## config.mk

```make
export PLATFORM = sky130hd
export DESIGN_NAME = blend_feed_flat
export DESIGN_NICKNAME = d
export VERILOG_FILES = /design/src/rtl/blend_feed_if.sv /design/src/rtl/blend_feed.sv /design/src/flat_wrapper.sv
export SDC_FILE = /design/constraint.sdc
export NUM_CORES = 1
export LEC_CHECK = 0
export CAP_MARGIN = 20
export CELL_PAD_IN_SITES_DETAIL_PLACEMENT = 1
export CELL_PAD_IN_SITES_GLOBAL_PLACEMENT = 1
export CORE_AREA = 2 2 204 206
export CTS_CLUSTER_DIAMETER = 200
export CTS_CLUSTER_SIZE = 14
export DETAILED_ROUTE_END_ITERATION = 6
export DIE_AREA = 0 0 206 208
export PLACE_DENSITY = 0.85
export SETUP_SLACK_MARGIN = 0.02
export SYNTH_ARGS = -nofsm -noshare
export SYNTH_HDL_FRONTEND = slang
export SYNTH_SLANG_ARGS = --single-unit
```

## constraint.sdc

```tcl
create_clock -name CLK -period 2.2 [get_ports CLK]
set_input_delay 0.44 -clock CLK [delete_from_list [all_inputs] [get_ports CLK]]
set_output_delay 0.44 -clock CLK [all_outputs]
set_load 0.1 [all_outputs]
```

## src/rtl/blend_feed_if.sv

```systemverilog
`default_nettype none
// ============================================================================
// Module   : blend_feed_if
// Purpose  : Bundles the line-buffer, palette-write, video-timing and
//            mixer-side signals of blend_feed.
// Modports : master - the feeder (drives addresses, colours, delayed timing)
//            slave  - the surroundings (line buffers, timing gen, CPU, mixer)
// Revision : 1.0 - initial release
// ============================================================================
interface blend_feed_if #(
  parameter int LB_AW = 9
);
  logic             pix_en;
  logic             line_start;
  logic [LB_AW-1:0] bg_addr;
  logic [7:0]       bg_data;
  logic [LB_AW-1:0] spr_addr;
  logic [7:0]       spr_data;
  logic             pal_wr;
  logic [4:0]       pal_wr_idx;
  logic [11:0]      pal_wr_data;
  logic             hsync_in, vsync_in, de_in;
  logic             hsync_out, vsync_out, de_out;
  logic [3:0]       r0, g0, b0;
  logic [3:0]       r1, g1, b1;
  logic [3:0]       alpha;
  logic             valid;

  modport master (
    input  pix_en, line_start, bg_data, spr_data,
    input  pal_wr, pal_wr_idx, pal_wr_data,
    input  hsync_in, vsync_in, de_in,
    output bg_addr, spr_addr,
    output hsync_out, vsync_out, de_out,
    output r0, g0, b0, r1, g1, b1, alpha, valid
  );

  modport slave (
    output pix_en, line_start, bg_data, spr_data,
    output pal_wr, pal_wr_idx, pal_wr_data,
    output hsync_in, vsync_in, de_in,
    input  bg_addr, spr_addr,
    input  hsync_out, vsync_out, de_out,
    input  r0, g0, b0, r1, g1, b1, alpha, valid
  );
endinterface
`default_nettype wire

```

## src/rtl/blend_feed.sv

```systemverilog
`default_nettype none
// ============================================================================
// Module   : blend_feed
// Purpose  : Per-scanline feeder for the alpha mixer. Walks the background
//            and sprite line buffers, maps 4-bit indices through two 16-entry
//            12-bit palettes and presents both colours plus alpha, with the
//            video timing delayed by the same three pix_en stages.
// Ports    : CLK  - system clock
//            RSTb - asynchronous active-low reset
//            bus  - blend_feed_if.master (line buffers, palette write port,
//                   timing in/out, mixer colour outputs)
// Revision : 1.0 - initial release
// ============================================================================
module blend_feed #(
  parameter int LB_AW    = 9,
  parameter int H_ACTIVE = 320
) (
  input  wire logic    CLK,
  input  wire logic    RSTb,
  blend_feed_if.master bus
);

  localparam logic [LB_AW-1:0] c_LAST = LB_AW'(H_ACTIVE - 1);

  typedef enum logic [1:0] {
    ST_IDLE  = 2'd0,
    ST_RUN   = 2'd1,
    ST_DRAIN = 2'd2
  } state_t;

  state_t           r_state;
  logic [LB_AW-1:0] r_x;
  logic [LB_AW-1:0] r_addr;
  logic             r_s0_v;
  logic             r_drain;

  logic             r_s1_v;
  logic [3:0]       r_bg_idx;
  logic [7:0]       r_spr_pix;
  logic [11:0]      r_rgb0, r_rgb1;
  logic [3:0]       r_alpha;
  logic             r_valid;
  logic [2:0]       r_hs, r_vs, r_de;

  // Entries 0-15 background, 16-31 sprite.
  logic [11:0]      r_pal [32];

  // A line_start takes effect in the same clock it is seen: the FSM behaves
  // as if already in RUN at x=0, and everything in flight is discarded.
  state_t           w_state;
  logic [LB_AW-1:0] w_x;
  logic             w_s0_live, w_s1_live;
  logic [11:0]      w_bg_rgb, w_spr_rgb;
  logic             w_unused;

  assign w_state   = bus.line_start ? ST_RUN : r_state;
  assign w_x       = bus.line_start ? '0 : r_x;
  assign w_s0_live = r_s0_v & ~bus.line_start;
  assign w_s1_live = r_s1_v & ~bus.line_start;
  assign w_bg_rgb  = r_pal[{1'b0, r_bg_idx}];
  assign w_spr_rgb = r_pal[{1'b1, r_spr_pix[3:0]}];
  assign w_unused  = ^bus.bg_data[7:4];

  // Line walker: issues one address per pix_en, then two empty drain slots.
  always_ff @(posedge CLK or negedge RSTb) begin
    if (!RSTb) begin
      r_state <= ST_IDLE;
      r_x     <= '0;
      r_addr  <= '0;
      r_s0_v  <= 1'b0;
      r_drain <= 1'b0;
    end else begin
      if (bus.line_start) begin
        r_state <= ST_RUN;
        r_x     <= '0;
        r_s0_v  <= 1'b0;
        r_drain <= 1'b0;
      end
      if (bus.pix_en) begin
        case (w_state)
          ST_RUN: begin
            r_addr <= w_x;
            r_s0_v <= 1'b1;
            if (w_x == c_LAST) begin
              r_state <= ST_DRAIN;
              r_drain <= 1'b0;
            end else begin
              r_x <= w_x + 1'b1;
            end
          end
          ST_DRAIN: begin
            r_s0_v  <= 1'b0;
            r_drain <= 1'b1;
            if (r_drain) r_state <= ST_IDLE;
          end
          default: r_s0_v <= 1'b0;
        endcase
      end
    end
  end

  // S1 capture of line-buffer data, S2 palette lookup, and the timing delay.
  always_ff @(posedge CLK or negedge RSTb) begin
    if (!RSTb) begin
      r_s1_v    <= 1'b0;
      r_bg_idx  <= '0;
      r_spr_pix <= '0;
      r_rgb0    <= '0;
      r_rgb1    <= '0;
      r_alpha   <= '0;
      r_valid   <= 1'b0;
      r_hs      <= '0;
      r_vs      <= '0;
      r_de      <= '0;
    end else begin
      // Without pix_en the S1 valid bit only holds, unless a line_start
      // discards it.
      r_s1_v <= bus.pix_en ? w_s0_live : w_s1_live;
      if (bus.pix_en) begin
        r_bg_idx  <= bus.bg_data[3:0];
        r_spr_pix <= bus.spr_data;
        r_hs      <= {r_hs[1:0], bus.hsync_in};
        r_vs      <= {r_vs[1:0], bus.vsync_in};
        r_de      <= {r_de[1:0], bus.de_in};
        if (w_s1_live) begin
          r_rgb0  <= w_bg_rgb;
          r_rgb1  <= w_spr_rgb;
          // Sprite index 0 is transparent whatever its alpha nibble says.
          r_alpha <= (r_spr_pix[3:0] == 4'd0) ? 4'd0 : r_spr_pix[7:4];
          r_valid <= 1'b1;
        end else begin
          r_rgb0  <= '0;
          r_rgb1  <= '0;
          r_alpha <= '0;
          r_valid <= 1'b0;
        end
      end
    end
  end

  // Palette writes ignore pix_en; a lookup on the same edge sees the old value.
  always_ff @(posedge CLK or negedge RSTb) begin
    if (!RSTb) begin
      for (int i = 0; i < 32; i++) r_pal[i] <= '0;
    end else if (bus.pal_wr) begin
      r_pal[bus.pal_wr_idx] <= bus.pal_wr_data;
    end
  end

  assign bus.bg_addr   = r_addr;
  assign bus.spr_addr  = r_addr;
  assign bus.r0        = r_rgb0[11:8];
  assign bus.g0        = r_rgb0[7:4];
  assign bus.b0        = r_rgb0[3:0];
  assign bus.r1        = r_rgb1[11:8];
  assign bus.g1        = r_rgb1[7:4];
  assign bus.b1        = r_rgb1[3:0];
  assign bus.alpha     = r_alpha;
  assign bus.valid     = r_valid;
  assign bus.hsync_out = r_hs[2];
  assign bus.vsync_out = r_vs[2];
  assign bus.de_out    = r_de[2];

endmodule
`default_nettype wire

```

## src/flat_wrapper.sv

```systemverilog
// flat-port wrapper written by rule: the top's interface ports become plain ports
module blend_feed_flat 
#(
  parameter int LB_AW    = 9,
  parameter int H_ACTIVE = 320
)
  (CLK, RSTb, bus_pix_en, bus_line_start, bus_bg_data, bus_spr_data, bus_pal_wr, bus_pal_wr_idx, bus_pal_wr_data, bus_hsync_in, bus_vsync_in, bus_de_in, bus_bg_addr, bus_spr_addr, bus_hsync_out, bus_vsync_out, bus_de_out, bus_r0, bus_g0, bus_b0, bus_r1, bus_g1, bus_b1, bus_alpha, bus_valid);
  blend_feed_if #(.LB_AW(LB_AW)) bus_i ();
  input  wire logic CLK;
  input  wire logic RSTb;
  input wire logic [$bits(bus_i.pix_en)-1:0] bus_pix_en;
  input wire logic [$bits(bus_i.line_start)-1:0] bus_line_start;
  input wire logic [$bits(bus_i.bg_data)-1:0] bus_bg_data;
  input wire logic [$bits(bus_i.spr_data)-1:0] bus_spr_data;
  input wire logic [$bits(bus_i.pal_wr)-1:0] bus_pal_wr;
  input wire logic [$bits(bus_i.pal_wr_idx)-1:0] bus_pal_wr_idx;
  input wire logic [$bits(bus_i.pal_wr_data)-1:0] bus_pal_wr_data;
  input wire logic [$bits(bus_i.hsync_in)-1:0] bus_hsync_in;
  input wire logic [$bits(bus_i.vsync_in)-1:0] bus_vsync_in;
  input wire logic [$bits(bus_i.de_in)-1:0] bus_de_in;
  output wire logic [$bits(bus_i.bg_addr)-1:0] bus_bg_addr;
  output wire logic [$bits(bus_i.spr_addr)-1:0] bus_spr_addr;
  output wire logic [$bits(bus_i.hsync_out)-1:0] bus_hsync_out;
  output wire logic [$bits(bus_i.vsync_out)-1:0] bus_vsync_out;
  output wire logic [$bits(bus_i.de_out)-1:0] bus_de_out;
  output wire logic [$bits(bus_i.r0)-1:0] bus_r0;
  output wire logic [$bits(bus_i.g0)-1:0] bus_g0;
  output wire logic [$bits(bus_i.b0)-1:0] bus_b0;
  output wire logic [$bits(bus_i.r1)-1:0] bus_r1;
  output wire logic [$bits(bus_i.g1)-1:0] bus_g1;
  output wire logic [$bits(bus_i.b1)-1:0] bus_b1;
  output wire logic [$bits(bus_i.alpha)-1:0] bus_alpha;
  output wire logic [$bits(bus_i.valid)-1:0] bus_valid;
  assign bus_i.pix_en = bus_pix_en;
  assign bus_i.line_start = bus_line_start;
  assign bus_i.bg_data = bus_bg_data;
  assign bus_i.spr_data = bus_spr_data;
  assign bus_i.pal_wr = bus_pal_wr;
  assign bus_i.pal_wr_idx = bus_pal_wr_idx;
  assign bus_i.pal_wr_data = bus_pal_wr_data;
  assign bus_i.hsync_in = bus_hsync_in;
  assign bus_i.vsync_in = bus_vsync_in;
  assign bus_i.de_in = bus_de_in;
  assign bus_bg_addr = bus_i.bg_addr;
  assign bus_spr_addr = bus_i.spr_addr;
  assign bus_hsync_out = bus_i.hsync_out;
  assign bus_vsync_out = bus_i.vsync_out;
  assign bus_de_out = bus_i.de_out;
  assign bus_r0 = bus_i.r0;
  assign bus_g0 = bus_i.g0;
  assign bus_b0 = bus_i.b0;
  assign bus_r1 = bus_i.r1;
  assign bus_g1 = bus_i.g1;
  assign bus_b1 = bus_i.b1;
  assign bus_alpha = bus_i.alpha;
  assign bus_valid = bus_i.valid;
  blend_feed #(.LB_AW(LB_AW), .H_ACTIVE(H_ACTIVE)) u_core (.CLK(CLK), .RSTb(RSTb), .bus(bus_i));
endmodule
```

==> flow_summary.json, run 1 <==
{
  "rr_startpoint": "u_core.r_spr_pix[0]$_DFFE_PN0P_",
  "chipHeight_um": 208,
  "crit_path_start": "u_core.r_spr_pix[0]$_DFFE_PN0P_",
  "seq_power_share": 0.513,
  "vias": 12706,
  "drc": 0,
  "finish.utilization": 0.588,
  "synth_top_area_share": 0.555,
  "cts_tree": "yes",
  "grt_pass1_wl_um": 89900,
  "switching_power_uw": 5830,
  "syn_inst": 1381,
  "num_rows": 74,
  "ys_top_cells_by_area": "dfrtp_1 (56%), mux2_2 (23%), mux4_2 (7.4%), mux2i_1 (3.0%), mux4_1 (1.4%)",
  "die_w_um": 206,
  "end_kind": "flip-flop",
  "required_ps": 2620,
  "p_int_uw": 15200,
  "p_leak_uw": 0.0108,
  "final_layout_size_suffix_gt1_frac": 0.471,
  "relSlewSlack": 0.541,
  "pwr-share-clk": 0.291,
  "fill_cells": 3724,
  "clkSlewWorstSetupHoldPaths_ps": 70,
  "clock_sinks": 457,
  "initial_core_util": 0.508,
  "die-area_sq_um": 42800,
  "synth_area_sq_um": 20600,
  "period_minus_slack_ps": 2100,
  "clock-root-buffer": "clkbuf_16",
  "fin_skew_ps": 17.7,
  "worst-path-buf-inv": 1,
  "path_class": "reg -> reg",
  "post_cts_resized": 0,
  "portBuffers": 86,
  "dp.cells": 2003,
  "setup_tns_ps": 0,
  "layout_worst_path_cycle_share": 0.953,
  "arrival_ps": 2520,
  "synth_largest_area_cell": "dfrtp_1",
  "path_delay_family": "multiplexers",
  "combPwrFrac": 0.195,
  "hpwlAfterDp_um": 35900,
  "firstDrtPassIters": 4,
  "cts_made_buffers": 38,
  "setup_viol": 0,
  "wirelength_um": 57800,
  "ys_seq_area_frac": 0.555,
  "overflow": 0,
  "ir_drop_uv": 457,
  "startpoint_type": "flip-flop",
  "maxSlewViolCount": 0,
  "gp_congestion": 0.787,
  "p_sw_frac": 0.277,
  "cts_max_path_buffers": 3,
  "crit_path_cell_trace": "buf_12 -> mux4_1 -> mux2_2 -> a21oi_1 -> o21ai_1",
  "synth-seq-cells": 457,
  "cp_max_fo": 26,
  "synth_edf_count": 0,
  "ios": 91,
  "synth.distinct_cells": 48,
  "insertedDiodeCount": 0,
  "clock_latency_ps": 560,
  "rsz0062_at_grt": "no",
  "core_sq_um": 40600,
  "slowest_delay_ps": 590,
  "ys_top_cells_by_count": "dfrtp_1 (457), mux2_2 (418), mux4_2 (68)",
  "avgViaCountPerCell": 6.21,
  "cap_violations": 0,
  "ys.flop_type": "dfrtp_1",
  "fin_area_sq_um": 23900,
  "grt_pass1_vias": 14379,
  "grt_util_all_layers": 0.279,
  "nNetsFinal": 1556,
  "async_flop_share": 1.00,
  "p_total_uw": 21000,
  "grt_max_degree": 66,
  "placed_area_sq_um": 22900,
  "hold_viol_final": 0,
  "final_cells": 2047,
  "p_per_area_nw_per_um2": 881,
  "drt_iter0_drc": 850,
  "outcome": "finished, final reports clean",
  "min_from": "bus_pix_en",
  "avgSynthCellArea_sq_um": 14.9,
  "syn_to_final_growth_pct": 15.8,
  "worst_path_max_delay_cell": "mux4_1",
  "antenna_left": 0,
  "max_slew.worst_pin.slew_ps": 683,
  "wl_per_cell_um": 28.2,
  "antenna_found_initial": 1,
  "cts_max_level": 2,
  "synth_fp_nets": 1425,
  "yosys_warnings": 0,
  "synth_most_common_cell": "dfrtp_1",
  "hold_path.class": "in -> reg",
  "fmax_mhz": 477
}
==> per-layer routing <==
layer | vias to the layer above | wire, um | global-route usage
met3 | 143 | 2990 | 0.0439
met1 | 6847 | 23500 | 0.366
li1 | 5263 | - | -
met2 | 451 | 29500 | 0.474
met4 | 2 | 1750 | 0.0956
met5 | - | 13 | 0
==> what timing repair did <==
| item | in CTS | in global routing |
|---|---|---|
| hold endpoints to repair | 38 | 0 |
| hold buffers | 1 | 0 |
| setup buffers | 0 | 0 |
==> layout by cell type, fill, tap and decap left out, types with 5 or more instances in the layout <==
| cell type | n |
|---|---|
| xnor2_1 | 6 |
| buf_12 | 45 |
| o21ai_1 | 5 |
| nor2_1 | 28 |
| mux4_2 | 68 |
| nand2_1 | 40 |
| o221ai_1 | 14 |
| a221oi_1 | 11 |
| mux4_1 | 11 |
| nor2b_1 | 14 |
| nand2b_1 | 5 |
| inv_1 | 24 |
| dfrtp_1 | 453 |
| mux2_2 | 418 |
| mux2i_1 | 61 |
| buf_4 | 129 |
| a21oi_1 | 14 |
| o21ai_0 | 29 |
| clkdlybuf4s50_1 | 34 |
| clkbuf_16 | 39 |
| nand3_1 | 9 |
==> cell type report <==
cell class | instances | area (sq um) | share of cell area
Clock buffer | 41 | 983 | 0.0412
Timing Repair Buffer | 211 | 2240 | 0.0939
Multi-Input combinational cell | 779 | 8420 | 0.353
Sequential cell | 457 | 11400 | 0.479
Inverter | 25 | 93.8 | 0.00393
Clock inverter | 2 | 16.3 | 0.000682
Tap cell | 532 | 666 | 0.0279
==> worst register-to-register path, delay by kind of cell (launching register included) <==
family | cells | cell delay, ps
mux | 2 | 900
buf+inv | 1 | 250
flops | 1 | 430
compound gates | 2 | 390
==> kinds of logic after synthesis <==
family,share of synthesized area
XOR/XNOR,0.00255
multiplexers,0.346
AO/OA/AOI/OAI,0.0251
buffers and inverters,0.0361
adder cells (fa/ha/maj),0.00182
flip-flops,0.555
AND/OR/NAND/NOR,0.0328
==> metrics by stage <==
stage | setup WS [ps] | hold slack (ps)
floorplan | 45.7 | 144
global placement | -294 | 423
global route | 29.6 | 336
finish | 104 | 349
CTS | 115 | 325
detailed placement | -354 | 421
==> power groups by stage <==
stage,Combinational [uW],Sequential [uW],Clock (uW)
5_1_grt,4360,10900,6540
2_1_floorplan,2630,10700,0
6_report,4110,10800,6130
3_3_place_gp,3780,10600,0
3_5_place_dp,4040,10800,0
4_1_cts,4140,10800,6240
==> state kept, by name (all words and copies together) (netlist names) <==
register and cells:
u_core.bus.alpha 4, u_core.bus.bg_addr 9, u_core.bus.valid 1, u_core.r_bg_idx 4
u_core.r_de 3, u_core.r_drain 1, u_core.r_hs 3, u_core.r_pal 384
u_core.r_rgb0 12, u_core.r_rgb1 12, u_core.r_s0_v 1, u_core.r_s1_v 1
u_core.r_spr_pix 8, u_core.r_state 2, u_core.r_vs 3, u_core.r_x 9
==> path summary, 6_finish.rpt <==
path                                                         to  slack [ps]  cells after the start
worst max-delay path               u_core.r_rgb1[0]$_DFFE_PN0P_         100                      5
worst min-delay path             u_core.r_bg_idx[3]$_DFFE_PN0P_         350                      2
worst max register to register     u_core.r_rgb1[0]$_DFFE_PN0P_         100                      5
worst min register to register  u_core.bus.alpha[2]$_DFFE_PN0P_         480                      2
max in group asynchronous          u_core.r_pal[15]$_DFFE_PN0P_        1020                      3
min in group asynchronous            u_core.r_hs[2]$_DFFE_PN0P_         420                      2
No activity file was read; power rests on OpenSTA's default activity.
==> inputs of run 2 (changes only) <==
--- a/config.mk
+++ b/config.mk
@@ -8,12 +8,12 @@
 export CAP_MARGIN = 20
 export CELL_PAD_IN_SITES_DETAIL_PLACEMENT = 1
 export CELL_PAD_IN_SITES_GLOBAL_PLACEMENT = 1
-export CORE_AREA = 2 2 204 206
+export CORE_AREA = 2 2 217 219
 export CTS_CLUSTER_DIAMETER = 200
 export CTS_CLUSTER_SIZE = 14
 export DETAILED_ROUTE_END_ITERATION = 6
-export DIE_AREA = 0 0 206 208
-export PLACE_DENSITY = 0.85
+export DIE_AREA = 0 0 219 221
+export PLACE_DENSITY = 0.77
 export SETUP_SLACK_MARGIN = 0.02
 export SYNTH_ARGS = -nofsm -noshare
 export SYNTH_HDL_FRONTEND = slang
==> flow_summary.json, run 2 (synthesis gave the netlist of run 1 again) <==
{
  "hold_path.class": "in -> reg",
  "grt_pass1_vias": 13647,
  "drt_iter0_drc": 621,
  "cap_violations": 0,
  "syn_to_final_growth_pct": 16.6,
  "clkSlewWorstSetupHoldPaths_ps": 70,
  "cts_tree": "yes",
  "grt_util_all_layers": 0.219,
  "die-area_sq_um": 48400,
  "setup_viol": 0,
  "hpwlAfterDp_um": 33600,
  "post-cts-setup-buffer-count": 0,
  "cts_made_buffers": 38,
  "arrival_ps": 2490,
  "clock-root-buffer": "clkbuf_16",
  "relSlewSlack": 0.568,
  "avgViaCountPerCell": 5.73,
  "maxSlewViolCount": 0,
  "gp_congestion": 0.770,
  "worst-path-buf-inv": 1,
  "antenna_left": 0,
  "fin_skew_ps": 21.6,
  "nNetsFinal": 1557,
  "initial_core_util": 0.447,
  "p_leak_uw": 0.0109,
  "wl_per_cell_um": 24.2,
  "overflow": 0,
  "crit_path_cell_trace": "buf_12 -> mux4_2 -> mux2i_1 -> o221ai_1",
  "dr_wl_met3_um": 1690,
  "top_register": "u_core.r_pal",
  "end_kind": "flip-flop",
  "dp.cells": 2079,
  "min_from": "bus_pix_en",
  "final_cells": 2124,
  "holdWs_ps": 348,
  "drc": 0,
  "p_per_area_nw_per_um2": 862,
  "path_class": "reg -> reg",
  "layout_worst_path_cycle_share": 0.937,
  "period_minus_slack_ps": 2060,
  "core_sq_um": 46100,
  "vias": 12166,
  "min_path_cells": 2,
  "required_ps": 2630,
  "max_slew.worst_pin.slew_ps": 649,
  "hold_viol_final": 0,
  "highest_layer": "met4",
  "portBuffers": 86,
  "worst_path_max_delay_cell": "dfrtp_4",
  "largest_reg_flops": 384,
  "final_layout_size_suffix_gt1_frac": 0.471,
  "r2r_cells": 4,
  "wl_met1_um": 22800,
  "slowest_delay_ps": 580,
  "antenna_found_initial": 1,
  "top_regs": "u_core.r_pal x384, u_core.r_rgb0 x12, u_core.r_rgb1 x12",
  "die_w_um": 219,
  "insertedDiodeCount": 0,
  "grt_max_degree": 57,
  "layout_common_cells": "dfrtp_1 (453), mux2_2 (418), buf_4 (124)",
  "rr_startpoint": "u_core.r_spr_pix[0]$_DFFE_PN0P_",
  "setup_tns_ps": 0,
  "rrSetupSlack_ps": 140,
  "cts_max_path_buffers": 3,
  "chipHeight_um": 221,
  "route.met2.wl_um": 25900,
  "reg2reg_to": "u_core.r_rgb1[2]$_DFFE_PN0P_",
  "ios": 91,
  "startpoint_type": "flip-flop",
  "num_rows": 79,
  "clock_latency_ps": 570,
  "p_total_uw": 20700,
  "fmax_mhz": 485,
  "ir_drop_uv": 631,
  "rsz0062_at_grt": "no",
  "cp_max_fo": 22,
  "clock_sinks": 457,
  "layout_commonest_cell": "dfrtp_1",
  "cts_max_level": 2,
  "min_to": "u_core.bus.alpha[0]$_DFFE_PN0P_",
  "path_delay_family": "multiplexers",
  "grt_pass1_wl_um": 81000,
  "firstDrtPassIters": 4,
  "outcome": "finished, final reports clean",
  "wirelength_um": 51500
}
## run 2: cell types whose count changed in the layout (fill, tap and decap cells not counted), sizes merged
cell	before	now
buf	176	177
clkbuf	41	40
clkinv	1	2
inv	25	26
## run 2: power by group
group | switching (uW) | internal (uW) | leakage (uW)
clock | 2990 | 3100 | 0.000487
sequential | 812 | 9860 | 0.00586
combinational | 1770 | 2180 | 0.00452
total | 5570 | 15100 | 0.0109
## run 2: layer usage
metal / global-route usage / up-vias
li1: - / 5273
met1: 0.298 / 6603
met2: 0.373 / 219
met3: 0.0265 / 71
met4: 0.0595 / 0
met5: 0 / -
## run 2: layout make-up
class                   instances  area (sq um)
clock buffers                  40           958
clock inverters                 4          41.3
fillers                      4428         22000
inverters                      25          93.8
multi-input cells             779          8420
flip-flops and latches        457         11400
well taps                     607           759
repair buffers                212          2310
## run 2: what timing repair did
action	4_1_cts	5_1_grt
resized for setup	0	0
hold endpoints to repair	43	0
hold buffers	1	0
## run 2: how the worst max path moves through the flow
stage / slack, ps / startpoint / cells after the start / endpoint
3_5_place_dp: -280 / bus_line_start / 7 / u_core.r_x[5]$_DFF_PN0_
6_report: 140 / u_core.r_spr_pix[0]$_DFFE_PN0P_ / 4 / u_core.r_rgb1[2]$_DFFE_PN0P_
5_1_grt: 40 / u_core.r_spr_pix[0]$_DFFE_PN0P_ / 5 / u_core.r_rgb1[3]$_DFFE_PN0P_
4_1_cts: 160 / u_core.r_spr_pix[0]$_DFFE_PN0P_ / 4 / u_core.r_rgb1[2]$_DFFE_PN0P_
2_1_floorplan: 50 / bus_line_start / 9 / u_core.r_x[5]$_DFF_PN0_
3_3_place_gp: -250 / bus_line_start / 7 / u_core.r_x[5]$_DFF_PN0_
## run 2: metrics by stage
stage / instance area [sq um] / worst slack (ps) / utilization
2_1_floorplan: 20600 / 45.7 / -
3_3_place_gp: 23000 / -248 / 0.500
3_5_place_dp: 23000 / -278 / 0.500
4_1_cts: 24000 / 156 / 0.522
5_1_grt: 24000 / 42.8 / 0.522
6_report: 24000 / 139 / 0.522
==> inputs of run 3 (changes only) <==
--- a/config.mk
+++ b/config.mk
@@ -15,6 +15,7 @@
 export DIE_AREA = 0 0 219 221
 export PLACE_DENSITY = 0.77
 export SETUP_SLACK_MARGIN = 0.02
+export SKIP_CTS_REPAIR_TIMING = 1
 export SYNTH_ARGS = -nofsm -noshare
 export SYNTH_HDL_FRONTEND = slang
 export SYNTH_SLANG_ARGS = --single-unit
==> results of run 3 <==
Final layout, timing and power as in run 2 (identical DEF).
